**src/rtl/ctrl_pkg.sv**
```systemverilog
// Shared definitions for the multicycle control unit: opcodes, state
// encoding, ALU / write-back selector encodings and the control bundle.
package ctrl_pkg;

    // Opcodes carried in the datapath IR
    localparam logic [3:0] OP_ADD  = 4'd0;
    localparam logic [3:0] OP_SUB  = 4'd1;
    localparam logic [3:0] OP_AND  = 4'd2;
    localparam logic [3:0] OP_OR   = 4'd3;
    localparam logic [3:0] OP_XOR  = 4'd4;
    localparam logic [3:0] OP_SHL  = 4'd5;
    localparam logic [3:0] OP_SHR  = 4'd6;
    localparam logic [3:0] OP_ADDI = 4'd7;
    localparam logic [3:0] OP_LI   = 4'd8;
    localparam logic [3:0] OP_LW   = 4'd9;
    localparam logic [3:0] OP_SW   = 4'd10;
    localparam logic [3:0] OP_BEQ  = 4'd11;
    localparam logic [3:0] OP_BNE  = 4'd12;
    localparam logic [3:0] OP_BLT  = 4'd13;
    localparam logic [3:0] OP_JMP  = 4'd14;
    localparam logic [3:0] OP_HALT = 4'd15;

    // ALU operation select
    localparam logic [2:0] ALU_ADD = 3'b000;
    localparam logic [2:0] ALU_SUB = 3'b001;
    localparam logic [2:0] ALU_AND = 3'b010;
    localparam logic [2:0] ALU_OR  = 3'b011;
    localparam logic [2:0] ALU_XOR = 3'b100;
    localparam logic [2:0] ALU_SHL = 3'b101;
    localparam logic [2:0] ALU_SHR = 3'b110;

    // Register-file write data select
    localparam logic [2:0] RDW_ALU = 3'b000;
    localparam logic [2:0] RDW_MEM = 3'b001;
    localparam logic [2:0] RDW_IMM = 3'b010;

    typedef enum logic [3:0] {
        ST_RST      = 4'd0,
        ST_FETCH    = 4'd1,
        ST_DECODE   = 4'd2,
        ST_EXEC_R   = 4'd3,
        ST_EXEC_I   = 4'd4,
        ST_WB_ALU   = 4'd5,
        ST_WB_IMM   = 4'd6,
        ST_MEM_ADDR = 4'd7,
        ST_MEM_RD   = 4'd8,
        ST_WB_MEM   = 4'd9,
        ST_MEM_WR   = 4'd10,
        ST_BRANCH   = 4'd11,
        ST_BR_TAKE  = 4'd12,
        ST_JUMP     = 4'd13,
        ST_HALT     = 4'd14
    } state_t;

    // Full set of datapath strobes plus the halt flag
    typedef struct packed {
        logic [1:0] num_bits;
        logic       imm_shift;
        logic       alu_src_a;
        logic       alu_src_b;
        logic [2:0] alu_op;
        logic       write_enable;
        logic       d_or_s;
        logic       mem_write;
        logic       mem_read;
        logic       pc_write;
        logic       pc_source;
        logic [2:0] reg_data_write;
        logic       load_inst;
        logic       mem_addr_sel;
        logic       ir_write;
        logic       halted;
    } ctrl_t;

    localparam ctrl_t CTRL_IDLE = ctrl_t'(21'd0);

    // Branch resolution: cmp[0] = equal, cmp[1] = A<B signed
    function automatic logic branch_take(input logic [3:0] op, input logic [1:0] cmp);
        branch_take = ((op == OP_BEQ) &&  cmp[0]) ||
                      ((op == OP_BNE) && !cmp[0]) ||
                      ((op == OP_BLT) &&  cmp[1]);
    endfunction

endpackage

```
**src/rtl/ctrl_retire_cnt.sv**
```systemverilog
// Saturating retired-instruction counter with asynchronous clear.
module ctrl_retire_cnt #(
    parameter int CNT_W = 16
) (
    input  logic             clk,
    input  logic             rst_n,
    input  logic             inc,
    output logic [CNT_W-1:0] count
);

    localparam logic [CNT_W-1:0] CNT_ZERO = {CNT_W{1'b0}};
    localparam logic [CNT_W-1:0] CNT_MAX  = {CNT_W{1'b1}};
    localparam logic [CNT_W-1:0] CNT_ONE  = {{(CNT_W-1){1'b0}}, 1'b1};

    logic [CNT_W-1:0] count_r;

    // Count increment strobes, sticking at all-ones instead of wrapping
    always_ff @(posedge clk or negedge rst_n) begin
        if (!rst_n) begin
            count_r <= CNT_ZERO;
        end else if (inc && (count_r != CNT_MAX)) begin
            count_r <= count_r + CNT_ONE;
        end else begin
            count_r <= count_r;
        end
    end

    assign count = count_r;

endmodule

```
**src/rtl/control_fsm.sv**
```systemverilog
// Multicycle control unit for the step3 datapath. Outputs are registered
// from a decode of the next state, so they are a Moore function of the
// current state and clear asynchronously with the state on reset.
module control_fsm #(
    parameter int CNT_W = 16
) (
    input  logic             CLK,
    input  logic             RST_N,
    input  logic [3:0]       op,
    input  logic [1:0]       cmpRst,
    output logic [1:0]       numBits,
    output logic             immShift,
    output logic             ALUSrcA,
    output logic             ALUSrcB,
    output logic [2:0]       ALUOp,
    output logic             writeEnable,
    output logic             DOrS,
    output logic             memEnableWrite,
    output logic             memEnableRead,
    output logic             PCWriteEnable,
    output logic             PCSource,
    output logic [2:0]       regDataWrite,
    output logic             loadInst,
    output logic             memAddrSel,
    output logic             IRWrite,
    output logic             halted,
    output logic [CNT_W-1:0] retired
);

    import ctrl_pkg::*;

    state_t state_r;
    state_t state_next_s;
    ctrl_t  ctrl_r;
    ctrl_t  ctrl_next_s;
    logic   retire_inc_s;
    logic   take_s;

    // Next-state selection and retire strobe generation
    always_comb begin
        state_next_s = ST_FETCH;
        retire_inc_s = 1'b0;
        take_s       = branch_take(op, cmpRst);
        case (state_r)
            ST_RST:    state_next_s = ST_FETCH;
            ST_FETCH:  state_next_s = ST_DECODE;
            ST_DECODE: begin
                case (op)
                    OP_ADD, OP_SUB, OP_AND, OP_OR,
                    OP_XOR, OP_SHL, OP_SHR:    state_next_s = ST_EXEC_R;
                    OP_ADDI:                   state_next_s = ST_EXEC_I;
                    OP_LI:                     state_next_s = ST_WB_IMM;
                    OP_LW, OP_SW:              state_next_s = ST_MEM_ADDR;
                    OP_BEQ, OP_BNE, OP_BLT:    state_next_s = ST_BRANCH;
                    OP_JMP:                    state_next_s = ST_JUMP;
                    OP_HALT: begin
                        state_next_s = ST_HALT;
                        retire_inc_s = 1'b1;
                    end
                    default:                   state_next_s = ST_FETCH;
                endcase
            end
            ST_EXEC_R, ST_EXEC_I: state_next_s = ST_WB_ALU;
            ST_WB_ALU, ST_WB_IMM, ST_WB_MEM,
            ST_MEM_WR, ST_BR_TAKE, ST_JUMP: begin
                state_next_s = ST_FETCH;
                retire_inc_s = 1'b1;
            end
            ST_MEM_ADDR: begin
                if (op == OP_LW) begin
                    state_next_s = ST_MEM_RD;
                end else begin
                    state_next_s = ST_MEM_WR;
                end
            end
            ST_MEM_RD: state_next_s = ST_WB_MEM;
            ST_BRANCH: begin
                if (take_s) begin
                    state_next_s = ST_BR_TAKE;
                end else begin
                    state_next_s = ST_FETCH;
                    retire_inc_s = 1'b1;
                end
            end
            ST_HALT:   state_next_s = ST_HALT;
            // Corrupted state encoding resumes at instruction fetch
            default:   state_next_s = ST_FETCH;
        endcase
    end

    // Control strobes for the state being entered on the next edge
    always_comb begin
        ctrl_next_s = CTRL_IDLE;
        case (state_next_s)
            ST_FETCH: begin
                ctrl_next_s.mem_read = 1'b1;
                ctrl_next_s.ir_write = 1'b1;
            end
            ST_DECODE, ST_BR_TAKE: begin
                ctrl_next_s.imm_shift = 1'b1;
                ctrl_next_s.alu_op    = ALU_ADD;
                ctrl_next_s.alu_src_b = 1'b1;
                ctrl_next_s.num_bits  = (state_next_s == ST_DECODE) ? 2'b11 : 2'b10;
                ctrl_next_s.pc_write  = 1'b1;
            end
            ST_EXEC_R: begin
                ctrl_next_s.alu_op    = op[2:0];
                ctrl_next_s.alu_src_a = 1'b1;
            end
            ST_EXEC_I: begin
                ctrl_next_s.alu_op    = ALU_ADD;
                ctrl_next_s.alu_src_a = 1'b1;
                ctrl_next_s.alu_src_b = 1'b1;
                ctrl_next_s.num_bits  = 2'b01;
            end
            ST_WB_ALU: begin
                ctrl_next_s.reg_data_write = RDW_ALU;
                ctrl_next_s.write_enable   = 1'b1;
                ctrl_next_s.d_or_s         = 1'b1;
            end
            ST_WB_IMM: begin
                ctrl_next_s.load_inst      = 1'b1;
                ctrl_next_s.num_bits       = 2'b01;
                ctrl_next_s.reg_data_write = RDW_IMM;
                ctrl_next_s.write_enable   = 1'b1;
                ctrl_next_s.d_or_s         = 1'b1;
            end
            ST_MEM_ADDR: begin
                ctrl_next_s.alu_op    = ALU_ADD;
                ctrl_next_s.alu_src_a = 1'b1;
                ctrl_next_s.alu_src_b = 1'b1;
                ctrl_next_s.num_bits  = 2'b00;
            end
            ST_MEM_RD: begin
                ctrl_next_s.mem_addr_sel = 1'b1;
                ctrl_next_s.mem_read     = 1'b1;
            end
            ST_WB_MEM: begin
                ctrl_next_s.reg_data_write = RDW_MEM;
                ctrl_next_s.write_enable   = 1'b1;
                ctrl_next_s.d_or_s         = 1'b1;
            end
            ST_MEM_WR: begin
                ctrl_next_s.mem_addr_sel = 1'b1;
                ctrl_next_s.mem_write    = 1'b1;
                ctrl_next_s.d_or_s       = 1'b1;
            end
            ST_BRANCH: begin
                ctrl_next_s.alu_op    = ALU_SUB;
                ctrl_next_s.alu_src_a = 1'b1;
            end
            ST_JUMP: begin
                ctrl_next_s.num_bits  = 2'b10;
                ctrl_next_s.pc_write  = 1'b1;
                ctrl_next_s.pc_source = 1'b1;
            end
            ST_HALT: ctrl_next_s.halted = 1'b1;
            default: ctrl_next_s = CTRL_IDLE;
        endcase
    end

    // State and output registers; reset clears every strobe immediately
    always_ff @(posedge CLK or negedge RST_N) begin
        if (!RST_N) begin
            state_r <= ST_RST;
            ctrl_r  <= CTRL_IDLE;
        end else begin
            state_r <= state_next_s;
            ctrl_r  <= ctrl_next_s;
        end
    end

    ctrl_retire_cnt #(.CNT_W(CNT_W)) u_retire_cnt (
        .clk   (CLK),
        .rst_n (RST_N),
        .inc   (retire_inc_s),
        .count (retired)
    );

    assign numBits        = ctrl_r.num_bits;
    assign immShift       = ctrl_r.imm_shift;
    assign ALUSrcA        = ctrl_r.alu_src_a;
    assign ALUSrcB        = ctrl_r.alu_src_b;
    assign ALUOp          = ctrl_r.alu_op;
    assign writeEnable    = ctrl_r.write_enable;
    assign DOrS           = ctrl_r.d_or_s;
    assign memEnableWrite = ctrl_r.mem_write;
    assign memEnableRead  = ctrl_r.mem_read;
    assign PCWriteEnable  = ctrl_r.pc_write;
    assign PCSource       = ctrl_r.pc_source;
    assign regDataWrite   = ctrl_r.reg_data_write;
    assign loadInst       = ctrl_r.load_inst;
    assign memAddrSel     = ctrl_r.mem_addr_sel;
    assign IRWrite        = ctrl_r.ir_write;
    assign halted         = ctrl_r.halted;

endmodule

```
**config.mk**
```make
export PLATFORM = sky130hd
export DESIGN_NAME = control_fsm
export DESIGN_NICKNAME = d
export VERILOG_FILES = /design/src/rtl/ctrl_pkg.sv /design/src/rtl/ctrl_retire_cnt.sv /design/src/rtl/control_fsm.sv
export SDC_FILE = /design/constraint.sdc
export NUM_CORES = 1
export LEC_CHECK = 0
export CAP_MARGIN = 20
export CORE_ASPECT_RATIO = 1.1
export CORE_MARGIN = 3
export CORE_UTILIZATION = 56
export CTS_BUF_LIST = sky130_fd_sc_hd__clkbuf_4 sky130_fd_sc_hd__clkbuf_8
export CTS_CLUSTER_SIZE = 12
export DETAILED_ROUTE_END_ITERATION = 6
export PLACE_DENSITY = 0.85
export SYNTH_ARGS = -nofsm -noshare
export SYNTH_HDL_FRONTEND = slang
export SYNTH_SLANG_ARGS = --single-unit
```
**constraint.sdc**
```tcl
create_clock -name CLK -period 3.4 [get_ports CLK]
set_clock_uncertainty 0.1 [all_clocks]
set_input_delay 0.34 -clock CLK [delete_from_list [all_inputs] [get_ports CLK]]
set_output_delay 0.34 -clock CLK [all_outputs]
set_load 0.02 [all_outputs]
```
==> results of run 1 <==
registers in the layout, summed over array words and instances, names as in the netlist, 2 cells and up:
signal,cells
numBits,2
u_retire_cnt.count,16
state_r,4
regDataWrite,2
ALUOp,3
routing by layer:
| layer | track usage (%) | wire [um] | part of all wire [%] | up-vias |
|---|---|---|---|---|
| met4 | 9.92 | 73 | 1.8 | 0 |
| met3 | 5.25 | 211 | 5.2 | 6 |
| met1 | 25.2 | 1800 | 44 | 699 |
| li1 | - | - | - | 733 |
| met2 | 34.4 | 2010 | 49 | 51 |
| met5 | 0 | 0 | 0 | - |
cell families (layout without fill, tap and decap cells):
kind of cell	count (synthesis)	in the layout	synth area share, %
other	1	1	0.190
buffers and inverters	19	60	5.64
muxes	2	2	1.08
xor gates and xnor gates	18	18	7.99
AOI/OAI and AO/OA	22	22	9.39
and+or+nand+nor	87	87	25.6
DFF	39	39	49.5
adders and majority gates	1	1	0.634
cells in the final DEF, fill, tap and decap left out, types with 3 or more instances in the layout:
master and instances:
nor2_1 17, nand2_1 20, clkdlybuf4s50_1 42, inv_1 8, and3_1 4, clkbuf_4 5, nand3_1 13, dfrtp_1 39
a21oi_1 5, xnor2_1 15, o21ai_0 4, nor3_1 7, nand4_1 5, nand2b_1 4, xor2_1 3
power by group:
part           total, uW  internal [uW]  switching [uW]
logic                992            425             567
registers            724            593             132
clock network        323            174             149
path summary, 6_finish.rpt:
path	start	endpoint	slack [ns]	cells after the start
hold / removal	RST_N	regDataWrite[1]	-0.02	1
max in group asynchronous	RST_N	ALUOp[1]	2.70	1
hold reg to reg	u_retire_cnt.count[15]	u_retire_cnt.count[15]	0.42	1
min in group CLK	u_retire_cnt.count[15]	u_retire_cnt.count[15]	0.42	1
setup / recovery	op[1]	u_retire_cnt.count[9]	0.99	7
setup reg to reg	state_r[1]	writeEnable	1.11	7
stage by stage:
stage	setup slack (ns)	total power [uW]	hold slack, ns	instances
5_1_grt	0.850	2160	0.0301	276
4_1_cts	0.947	2040	0.00550	276
6_report	0.990	2040	-0.0175	276
3_3_place_gp	0.770	1670	0.368	268
2_1_floorplan	1.32	1380	-0.0556	189
3_5_place_dp	0.578	1720	0.393	268
area by class of cell:
type | instances | share of cell area (%)
tap | 46 | 2.34
clock buffer | 6 | 2.08
clock inverter | 2 | 1.42
multi-input combinational | 131 | 35.9
timing repair buffer | 43 | 17.3
sequential | 39 | 39.6
inverter | 9 | 1.37
critical path, stage by stage:
cell             delay (ns)
clkdlybuf4s50_1        0.63
and4b_1                0.36
nor3_4                 0.24
o221ai_2               0.20
nor3_2                 0.38
nand4_1                0.20
xnor2_1                0.23
==> results.sh, run 1 <==
export IMPL_status="finished with violations"
export IMPL_area_growth_pct=24.9
export IMPL_routabilityCongestion=1.03
export IMPL_yosysWarnings=0
export IMPL_grt_max_degree=40
export IMPL_synth_top_area_share_pct=49.5
export IMPL_hold_buffers=0
export IMPL_nets=238
export IMPL_core_sq_um=3210
export IMPL_io_buffer_count=43
export IMPL_utilization_pct=76.9
export IMPL_insertion_delay_ns=0.34
export IMPL_post_route_cell_area_sq_um=2460
export IMPL_wl_per_cell_um=14.8
export IMPL_drc_errors=0
export IMPL_multi_input_area_sq_um=886
export IMPL_antenna_found_initial=0
export IMPL_synth_cell_types=47
export IMPL_track_usage_pct=20.5
export IMPL_fin_hold_ws_ns=-0.0175
export IMPL_period_needed_ns=2.41
export IMPL_cts_resized_gates=0
export IMPL_yosys_top_cells_area="dfrtp_1, xnor2_1, nand2_1"
export IMPL_max_freq_ghz=0.415
export IMPL_synth_common_cells="dfrtp_1, nand2_1, nor2_1"
export IMPL_first_pass_iters=4
export IMPL_drt_iter0_markers=66
export IMPL_hold_violations=39
export IMPL_synthArstFlopShare_pct=100
export IMPL_die_h_um=68.3
export IMPL_cts_setup_buffers=0
export IMPL_slew_violations=0
export IMPL_syn_inst=189
export IMPL_fin_setup_tns_ns=0
export IMPL_tightest_slew_ns=0.832
export IMPL_peakVddDrop_mv=0.612
export IMPL_routed_wl_mm=4.10
export IMPL_startpoint_type="input pin"
export IMPL_cts_made_buffers=5
export IMPL_rsz0062_at_grt="no"
export IMPL_regArea_sq_um=976
export IMPL_slew_headroom_pct=44.5
export IMPL_cts_buffer_depth=2
export IMPL_grt_pass1_wl_mm=6.71
export IMPL_hold_path_class="input pin to async pin"
export IMPL_synth_area_sq_um=1970
export IMPL_failed_checks="hold timing"
export IMPL_max_cap_violations=0
export IMPL_crit_arrival_ns=2.57
export IMPL_synth_top_area_cell="dfrtp_1"
export IMPL_critPathRequiredTime_ns=3.56
export IMPL_synth_edf_count=0
export IMPL_start_util_pct=61.6
export IMPL_leakagePower_uw=0.00103
export IMPL_synth_seq_area_share_pct=49.5
export IMPL_power_density_nw_per_um2=827
export IMPL_cp_end_kind="register"
export IMPL_drive_gt1_share_pct=11.7
export IMPL_ys_ff_latch=39
export IMPL_post_dp_cell_area_sq_um=2380
export IMPL_fin_crit_sh_pct=70.9
export IMPL_syn_avg_cell_area_sq_um=10.4
export IMPL_cts_sinks=39
export IMPL_path_clk_slew_ns=0.11
export IMPL_die_w_um=62.6
export IMPL_synth_most_common_cell="dfrtp_1"
export IMPL_yosys_most_used_dff="dfrtp_1"
export IMPL_cts_root_buf="clkbuf_4"
export IMPL_crit_type="input pin to register"
export IMPL_syn_num_nets=198
export IMPL_tritoncts="built"
export IMPL_vias=1489
export IMPL_ctsHtreeMaxLevel=2
export IMPL_first_global_vias=1423
export IMPL_setup_viol=0
export IMPL_grt_overflow=0
export IMPL_drt_vias_per_instance=5.39
export IMPL_rows=21
export IMPL_worst_path_max_fanout=12
export IMPL_dp_hpwl_mm=3.05
export IMPL_antenna_cells=0
export IMPL_fill_cells=245
export IMPL_pin_count=45
export IMPL_die_area_sq_um=4270
export IMPL_ant_nets=0
Power figures use the tool's default switching activity.
==> run 2: changes to the inputs <==
CORE_UTILIZATION = 47   (was 56)
PLACE_DENSITY = 0.76   (was 0.85)
clock period = 1.9 ns   (was 3.4 ns; I/O delays follow)
==> results.sh, run 2 (same netlist as run 1, synthesis figures left out) <==
export IMPL_antenna_found_initial=0
export IMPL_startpoint_type="register"
export IMPL_area_growth_pct=53.1
export IMPL_r2r_slack_ns=0.006
export IMPL_dp_hpwl_mm=3.28
export IMPL_crit_type="register to register"
export IMPL_cts_sinks=39
export IMPL_nets=276
export IMPL_fill_cells=262
export IMPL_utilization_pct=75.6
export IMPL_tritoncts="built"
export IMPL_rr_worst_depth=6
export IMPL_tightest_slew_ns=0.511
export IMPL_rr_startpoint="state_r[3]"
export IMPL_routed_wl_mm=4.66
export IMPL_io_buffer_count=43
export IMPL_met3_usage_pct=4.23
export IMPL_track_usage_pct=19.0
export IMPL_pin_count=45
export IMPL_grt_pass1_wl_mm=7.22
export IMPL_met1_usage_pct=22.5
export IMPL_cts_root_buf="clkbuf_8"
export IMPL_first_pass_iters=4
export IMPL_first_global_vias=1639
export IMPL_leakagePower_uw=0.00130
export IMPL_crit_arrival_ns=2.00
export IMPL_r2r_end="u_retire_cnt.count[10]"
export IMPL_drive_gt1_share_pct=32.5
export IMPL_vias=1656
export IMPL_setup_viol=0
export IMPL_die_area_sq_um=5010
export IMPL_layout_common_cells="clkdlybuf4s50_1, dfrtp_1, buf_4"
export IMPL_worst_path_max_fanout=6
export IMPL_critPathRequiredTime_ns=2.01
export IMPL_fin_hold_ws_ns=0.307
export IMPL_path_clk_slew_ns=0.08
export IMPL_power_density_nw_per_um2=1540
export IMPL_routabilityCongestion=0.911
export IMPL_rsz0062_at_grt="yes"
export IMPL_wl_per_cell_um=14.5
export IMPL_final_common_cell="clkdlybuf4s50_1"
export IMPL_max_cap_violations=0
export IMPL_rows=24
export IMPL_cp_end_kind="register"
export IMPL_grt_max_degree=22
export IMPL_busiest_layer="met2"
export IMPL_antenna_cells=0
export IMPL_cts_buffer_depth=2
export IMPL_met2_usage_pct=33.3
export IMPL_ctsHtreeMaxLevel=2
export IMPL_peakVddDrop_mv=1.33
export IMPL_drc_errors=0
export IMPL_cts_made_buffers=5
export IMPL_drt_vias_per_instance=5.18
export IMPL_insertion_delay_ns=0.29
export IMPL_start_util_pct=49.4
export IMPL_core_sq_um=3990
export IMPL_ant_nets=0
export IMPL_largest_reg_flops=16
export IMPL_die_h_um=74.0
export IMPL_status="completed"
export IMPL_slew_violations=0
export IMPL_die_w_um=67.8
export IMPL_max_freq_ghz=0.528
export IMPL_fin_crit_sh_pct=99.7
export IMPL_grt_overflow=0
export IMPL_hold_path_class="input pin to async pin"
export IMPL_slew_headroom_pct=66.0
export IMPL_drt_iter0_markers=82
export IMPL_hold_violations=0
export IMPL_period_needed_ns=1.89
## run 2: cell types whose count changed in the layout (fill, tap and decap cells not counted), moves of 5 or more
| cell | delta |
|---|---|
| buf_4 | +31 |
| buf_6 | +5 |
| clkbuf_4 | -5 |
| clkdlybuf4s50_1 | -5 |
## run 2: repair_timing
action / CTS / global route
endpoints found under the hold margin: 20 / 0
pin swaps: 1 / 12
setup buffers: 0 / 6
resized for setup: 7 / 34
hold buffers: 1 / 0
endpoints found under the setup margin: 25 / 29
## run 2: cell type report
type | count | area [sq um] | share of cell area, %
Multi-Input combinational cell | 131 | 1090 | 36.0
Clock buffer | 5 | 68.8 | 2.28
Tap cell | 52 | 65.1 | 2.15
Inverter | 9 | 33.8 | 1.12
Timing Repair Buffer | 81 | 742 | 24.6
Sequential cell | 39 | 981 | 32.5
Clock inverter | 3 | 43.8 | 1.45
## run 2: report_power, final
part	switching, uW	leakage [uW]	internal, uW	total, uW
logic	1370	0.000733	1350	2720
clock network	294	0.0000581	391	685
registers	162	0.000508	1070	1230
## run 2: worst max-delay path by stage
| stage | startpoint | endpoint | cells past startpoint |
|---|---|---|---|
| floorplan | state_r[3] | u_retire_cnt.count[10] | 7 |
| global placement | op[0] | memEnableRead | 8 |
| detailed placement | op[0] | memEnableRead | 8 |
| CTS | state_r[1] | memEnableRead | 8 |
| global route | state_r[0] | ALUSrcA | 7 |
| finish | state_r[3] | u_retire_cnt.count[10] | 6 |
## run 2: critical path, stage by stage (launching register included)
cell      delay (ns)
dfrtp_2         0.47
nand2b_4        0.19
o221ai_4        0.21
o221ai_4        0.19
or3_4           0.40
nor2_2          0.12
xnor2_1         0.13
## run 2: layer usage
metal  wire, um  up-vias  share of wire [%]
li1           -      808                  -
met1       1910      799                 41
met2       2490       43                 54
met3        168        6                3.6
met4         83        0                1.8
met5          0        -                  0
## run 2: through the flow
step | setup TNS [ns] | power [uW] | cells | worst slack, ns | area, sq um
2_1_floorplan | 0 | 2480 | 189 | 0.0180 | 1980
3_3_place_gp | -10.48 | 3460 | 305 | -0.419 | 2640
3_5_place_dp | -11.79 | 3500 | 305 | -0.464 | 2640
4_1_cts | -0.0118 | 4210 | 314 | -0.0118 | 2770
5_1_grt | -0.520 | 4930 | 320 | -0.0772 | 3020
6_report | 0 | 4640 | 320 | 0.00596 | 3020
==> run 3: changes to the inputs <==
HOLD_SLACK_MARGIN = 0.02   (was unset)
PLACE_DENSITY = 0.88   (was 0.76)
==> results.sh, run 3 (same netlist as run 1, synthesis figures left out) <==
export IMPL_rows=24
export IMPL_ant_nets=0
export IMPL_status="finished with violations"
export IMPL_io_buffer_count=43
export IMPL_first_pass_iters=4
export IMPL_power_internal_uw=2960
export IMPL_crit_arrival_ns=2.10
export IMPL_failed_checks="setup timing"
export IMPL_antenna_found_initial=0
export IMPL_area_growth_pct=55.9
export IMPL_start_util_pct=49.4
export IMPL_nets=279
export IMPL_max_cap_violations=0
export IMPL_drc_errors=0
export IMPL_die_area_sq_um=5010
export IMPL_cts_root_buf="clkbuf_8"
export IMPL_slew_violations=0
export IMPL_post_route_cell_area_sq_um=3080
export IMPL_routed_wl_mm=5.69
export IMPL_grt_max_degree=25
export IMPL_first_global_vias=1682
export IMPL_dp_hpwl_mm=3.48
export IMPL_startpoint_type="register"
export IMPL_fin_crit_sh_pct=104
export IMPL_vias=1800
export IMPL_multi_input_area_sq_um=1120
export IMPL_fill_cells=236
export IMPL_setup_viol=8
export IMPL_tritoncts="built"
export IMPL_tightest_slew_ns=0.535
export IMPL_slew_headroom_pct=64.3
export IMPL_core_sq_um=3990
export IMPL_critPathRequiredTime_ns=2.02
export IMPL_hold_path_class="input pin to async pin"
export IMPL_swShare_pct=41.5
export IMPL_power_density_nw_per_um2=1640
export IMPL_seqPwrFrac_pct=24.6
export IMPL_cts_made_buffers=5
export IMPL_regArea_sq_um=981
export IMPL_cts_buffer_depth=2
export IMPL_peakVddDrop_mv=1.47
export IMPL_largest_reg_flops=16
export IMPL_final_common_cell="clkdlybuf4s50_1"
export IMPL_wl_per_cell_um=17.6
export IMPL_rsz0062_at_grt="yes"
export IMPL_grt_pass1_wl_mm=7.84
export IMPL_drive_gt1_share_pct=36.2
export IMPL_die_w_um=67.8
export IMPL_post_dp_cell_area_sq_um=2670
export IMPL_drt_iter0_markers=168
export IMPL_routabilityCongestion=0.904
export IMPL_share_comb_of_total_power_pct=61.6
export IMPL_drt_vias_per_instance=5.57
export IMPL_cp_end_kind="register"
export IMPL_path_clk_slew_ns=0.09
export IMPL_fin_total_pwr_uw=5060
export IMPL_hold_violations=0
export IMPL_preCtsSetupSlack_ns=-0.494
export IMPL_insertion_delay_ns=0.30
export IMPL_pin_count=45
export IMPL_worst_path_max_fanout=5
export IMPL_leakagePower_uw=0.00134
export IMPL_die_h_um=74.0
export IMPL_layout_common_cells="clkdlybuf4s50_1, dfrtp_1, buf_4"
export IMPL_grt_overflow=0
export IMPL_period_needed_ns=1.98
export IMPL_max_freq_ghz=0.504
export IMPL_antenna_cells=0
export IMPL_power_switching_uw=2100
export IMPL_ctsHtreeMaxLevel=2
export IMPL_track_usage_pct=21.3
export IMPL_cts_sinks=39
export IMPL_p_clk_share_pct=13.8
export IMPL_worst_slack_ns=-0.0828
export IMPL_crit_type="register to register"
-- run 3: cell count changes in the layout (fill, tap and decap cells not counted), moves of 2 or more --
cell / previous run / this run
dlygate4sd2_1: 4 / 2
buf_4: 31 / 34
o21ai_1: 1 / 3
nand3_2: 0 / 2
xnor2_1: 13 / 11
o21ai_0: 4 / 1
-- run 3: power by group through the flow --
stage               Sequential [uW]  Combinational [uW]  Clock, uW
global route                   1260                3260        753
finish                         1240                3110        699
global placement               1230                2250          0
CTS                            1220                2580        704
detailed placement             1230                2310          0
floorplan                      1420                1070          0
-- run 3: layer usage --
| layer | up-vias | track usage (%) | wire length, um |
|---|---|---|---|
| li1 | 807 | - | - |
| met5 | - | 0 | 0 |
| met4 | 0 | 8.83 | 221 |
| met3 | 23 | 5.29 | 319 |
| met1 | 885 | 24.5 | 2120 |
| met2 | 85 | 37.4 | 3030 |
-- run 3: area by class of cell --
| type | count | area share (%) |
|---|---|---|
| sequential | 39 | 31.9 |
| timing repair buffer | 84 | 24.7 |
| clock inverter | 3 | 1.42 |
| multi-input combinational | 131 | 36.5 |
| clock buffer | 5 | 2.24 |
| tap | 52 | 2.12 |
| inverter | 9 | 1.10 |
-- run 3: critical path, stage by stage, from the launching register on --
cell and delay [ns]:
dfrtp_1 0.43, inv_2 0.09, buf_4 0.16, nor2_1 0.26, nand3_1 0.24, buf_4 0.21, nor2_1 0.16, nor2_1 0.07
a21oi_1 0.19
-- run 3: worst paths after layout --
path	startpoint	end	slack, ns	cells past startpoint
setup / recovery	state_r[0]	DOrS	-0.08	8
hold / removal	RST_N	immShift	0.29	2
setup reg to reg	state_r[0]	DOrS	-0.08	8
hold reg to reg	u_retire_cnt.count[9]	u_retire_cnt.count[9]	0.40	1
max in group asynchronous	RST_N	PCWriteEnable	0.88	3
min in group CLK	op[2]	ALUOp[2]	0.31	3
-- run 3: timing repair --
item | in CTS | in global routing
setup endpoints to repair | 30 | 26
buffers inserted | 2 | 2
pin swaps | 9 | 12
gates resized for setup | 20 | 36
endpoints found under the hold margin | 22 | 0
hold buffers | 1 | 0
-- run 3: metrics by stage --
| step | hold WS (ns) | TNS, ns | util [%] | cells |
|---|---|---|---|---|
| after floorplan | -0.206 | 0 | - | 189 |
| after global placement | 0.0877 | -10.86 | 66.8 | 310 |
| after detailed placement | 0.104 | -12.44 | 66.8 | 310 |
| after CTS | 0.302 | 0 | 72.1 | 321 |
| after global routing | 0.325 | -1.10 | 77.0 | 323 |
| final | 0.294 | -0.314 | 77.0 | 323 |
